<file path="src/rtl/mux_n_rr.sv">
// N-channel registered stream mux with manual and round-robin selection.
// One-entry output register; in_ready is a one-hot grant gated by load.
module mux_n_rr #(
  parameter int WIDTH = 8,
  parameter int N     = 4,
  parameter int SEL_W = (N > 2) ? $clog2(N) : 1
) (
  input  logic               clk,
  input  logic               rst_n,
  input  logic [N*WIDTH-1:0] in_data,
  input  logic [N-1:0]       in_valid,
  output logic [N-1:0]       in_ready,
  input  logic               mode,
  input  logic [SEL_W-1:0]   sel,
  output logic [WIDTH-1:0]   out_data,
  output logic [SEL_W-1:0]   out_ch,
  output logic               out_valid,
  input  logic               out_ready
);

  localparam logic [SEL_W:0]   NW   = (SEL_W+1)'(N);
  localparam logic [SEL_W-1:0] LAST = SEL_W'(N - 1);

  logic [SEL_W-1:0] ptr;
  logic [SEL_W-1:0] cand;
  logic [SEL_W-1:0] nxt;
  logic [SEL_W:0]   pk;
  logic [WIDTH-1:0] cdata;
  logic             found;
  logic             load;
  logic             xfer;

  assign load = !out_valid || out_ready;

  // Candidate search: fixed sel, or first valid from ptr upward (mod N)
  always_comb begin
    found = 1'b0;
    cand  = '0;
    pk    = '0;
    if (mode) begin
      for (int k = 0; k < N; k++) begin
        pk = {1'b0, ptr} + (SEL_W+1)'(k);
        if (pk >= NW) pk = pk - NW;
        if (!found && in_valid[pk[SEL_W-1:0]]) begin
          found = 1'b1;
          cand  = pk[SEL_W-1:0];
        end
      end
    end else if ({1'b0, sel} < NW) begin
      found = 1'b1;
      cand  = sel;
    end
  end

  always_comb begin
    in_ready = '0;
    if (rst_n && found) in_ready[cand] = load;
  end

  always_comb begin
    cdata = '0;
    for (int i = 0; i < N; i++)
      if (cand == SEL_W'(i)) cdata = in_data[i*WIDTH +: WIDTH];
  end

  assign xfer = |(in_valid & in_ready);
  assign nxt  = (cand == LAST) ? '0 : cand + 1'b1;

  always_ff @(posedge clk) begin
    if (!rst_n) begin
      out_valid <= 1'b0;
      out_data  <= '0;
      out_ch    <= '0;
      ptr       <= '0;
    end else if (xfer) begin
      out_valid <= 1'b1;
      out_data  <= cdata;
      out_ch    <= cand;
      if (mode) ptr <= nxt;
    end else if (out_ready) begin
      out_valid <= 1'b0;
    end
  end

endmodule

</file>
<file path="config.mk">
export PLATFORM = sky130hd
export DESIGN_NAME = mux_n_rr
export DESIGN_NICKNAME = d
export VERILOG_FILES = /design/src/rtl/mux_n_rr.sv
export SDC_FILE = /design/constraint.sdc
export NUM_CORES = 1
export LEC_CHECK = 0
export CORE_MARGIN = 5
export CORE_UTILIZATION = 35
export DETAILED_ROUTE_END_ITERATION = 6
export PLACE_DENSITY = 0.72
export SLEW_MARGIN = 5
export SYNTH_ARGS = -nofsm -noshare
export SYNTH_HDL_FRONTEND = slang
export SYNTH_SLANG_ARGS = --single-unit
</file>
<file path="constraint.sdc">
create_clock -name clk -period 3.7 [get_ports clk]
set_input_delay 0.74 -clock clk [delete_from_list [all_inputs] [get_ports clk]]
set_output_delay 0.74 -clock clk [all_outputs]
set_load 0.01 [all_outputs]
</file>
==> results.md <==
* TNS Setup at 0 ps
* Inserted Diodes at 0
* RSZ-0062 raised after global routing: false
* Wire per inst at 15.22 um
* Top_reg_cell synth: dfxtp_1
* Via density at 5.279
* Asr flop ratio synth at 0%
* Die X-Extent at 61.89 um
* Synth Instances at 127
* Die area at 3830 sq um
* Worst setup SP type: primary input
* GR Overflow Total at 0
* Design Area, Final at 1632 sq um
* Leading cell type in the layout, fill and taps excluded: clkdlybuf4s50_1
* Footprint of the multi-input gates at 615.6 sq um
* Fillers at 239
* Vias in the first global route at 1092
* Final Slew Violations at 0
* Post-Syn Area at 942.2 sq um
* Final nets at 239
* First-pass GRT wire length at 5.064 mm
* Max Clk Rate at 280.6 MHz
* Die Span Y at 61.89 um
* Skew final at 4.942 ps
* Critical path arrival at 2820 ps
* CTS tree: built
* Gr usage total at 17.97%
* Count of final hold-check violations at 0
* Commonest cells after routing, fill and taps aside: clkdlybuf4s50_1, nor2_1, dfxtp_1, buf_4
* Seq/Total Area, Yosys at 27.62%
* Htree depth at 1
* Worst min path class: register to register
* DRC viols at 0
* Sink Count at 13
* Post-synth net total at 173
* Max-Cap Viols at 0
* TritonRoute pass-1 iters at 4
* YS warnings at 0
* Worst slew pin tran at 294.4 ps
* Worst Path Required at 2960 ps
* PwrDens at 301.0 nW/um^2
* Cts bufs inserted at 3
* CTS Hold Bufs at 0
* Largest net degree at the start of global routing at 18
* Core area at 2522 sq um
* Final setup vio count at 0
* Initial drt markers at 63
* Clock-pin slew on the worst setup and hold paths at 80 ps
* Number of synthesized flops with an enable pin at 0
* Final GP Congestion at 0.8912
* VDD IR max at 0.2545 mV
* Final min period at 3563 ps
* Row cnt at 18
* Leakage at 0.0006981 uW
* Synth-to-layout area growth at 73.17%
* Via count at 1172
* Critical Path Fanout Max at 5
* Clock buffer depth at 2
* Port Buffers at 56
* Layout cells sized above 1 at 10.94%
* Initial core utilization at 37.35%
* Crit share post-route at 96.31%
* Flip-flop and latch area at 260.3 sq um
* Placed cell area at 1584 sq um
* Clock root buffer: clkbuf_4
* Seq cells post-synth at 13
* Antenna viol nets, final at 0
* Clk_lat worst skew at 280 ps
* IO Pins at 57
* Detailed placement HPWL at 2.657 mm
* Slew HR at 80.16%
* Post-synth cell types at 34
* Worst setup path category: primary input to primary output
* Initial antenna violation count at 0
* Post-Syn Area per Cell at 7.419 sq um
* WL final at 3.378 mm
* CP Capture Type: primary output
* Status: completed
cells in the mapped netlist (4+ instances only):
master    count  area share (%)
dfxtp_1      13              28
nor2_1       13             5.2
a21oi_1      11             5.8
nand2_1      10             4.0
o21ai_1      10             5.3
o21ai_0       9             4.8
a221oi_1      8             7.4
o21a_1        8             6.4
nand2b_1      6             4.0
buf_2         4             2.1
ha_1          4             5.3
inv_1         4             1.6
layer usage:
| layer | part of all wire, % | up-vias | track usage, % |
|---|---|---|---|
| met2 | 48 | 45 | 31.99 |
| met5 | 0 | - | 0 |
| met3 | 8.5 | 8 | 4.545 |
| li1 | - | 594 | - |
| met1 | 41 | 525 | 20.22 |
| met4 | 2.0 | 0 | 7.576 |
what timing repair did:
item	CTS	global route
setup buffers	0	1
resized for setup	0	5
endpoints found under the setup margin	0	4
critical path: stages:
cell	delay, ps
clkdlybuf4s50_1	530
nand2b_1	130
a21boi_1	80
o41ai_2	370
buf_4	180
inv_2	40
ha_1	200
inv_1	50
nor2_1	40
clkdlybuf4s50_1	480
registers in the layout, summed over array words and instances (netlist names):
signal     cells
out_data       8
out_ch         2
ptr            2
out_valid      1
final cells by class:
type,count,share of cell area [%]
Timing Repair Buffer,69,40.80
Multi-Input combinational cell,99,37.73
Sequential cell,13,15.95
Tap cell,30,2.301
Clock buffer,4,1.610
Inverter,7,1.610
final timing paths:
check / start / depth (start not counted) / to / slack (ps)
hold reg to reg: out_ch[1] / 2 / out_ch[1] / 470
hold / removal: out_ch[1] / 2 / out_ch[1] / 470
setup reg to reg: ptr[0] / 11 / ptr[1] / 1080
setup / recovery: in_valid[3] / 10 / in_ready[0] / 140
power breakdown:
part	internal, uW	total (uW)	leakage (uW)	switching, uW
Clock	41.8	86.2	0.0000150	44.3
Combinational	131	238	0.000576	107
Sequential	157	167	0.000107	10.4
Total	329	491	0.000698	162
stage by stage:
stage / std cells / power [uW] / setup WS [ps] / util [%] / hold WS, ps
3_3_place_gp: 217 / 402.8 / 58.55 / 62.80 / 459.4
3_5_place_dp: 217 / 405.8 / 54.10 / 62.80 / 459.0
5_1_grt: 222 / 526.9 / 4.955 / 64.68 / 491.3
6_report: 222 / 491.1 / 136.7 / 64.68 / 468.6
4_1_cts: 221 / 494.4 / 57.07 / 63.84 / 471.3
2_1_floorplan: 127 / 282.0 / 786.9 / - / 480.3
logic make-up (layout without fill, tap and decap cells):
group | count (synthesis) | after routing | share of synthesized area, %
buffers and inverters | 15 | 80 | 7.703
AOI/OAI and AO/OA | 56 | 56 | 39.71
adders and majority gates | 4 | 4 | 5.312
DFF | 13 | 13 | 27.62
and+or+nand+nor | 39 | 39 | 19.66
Power figures use the tool's default switching activity.
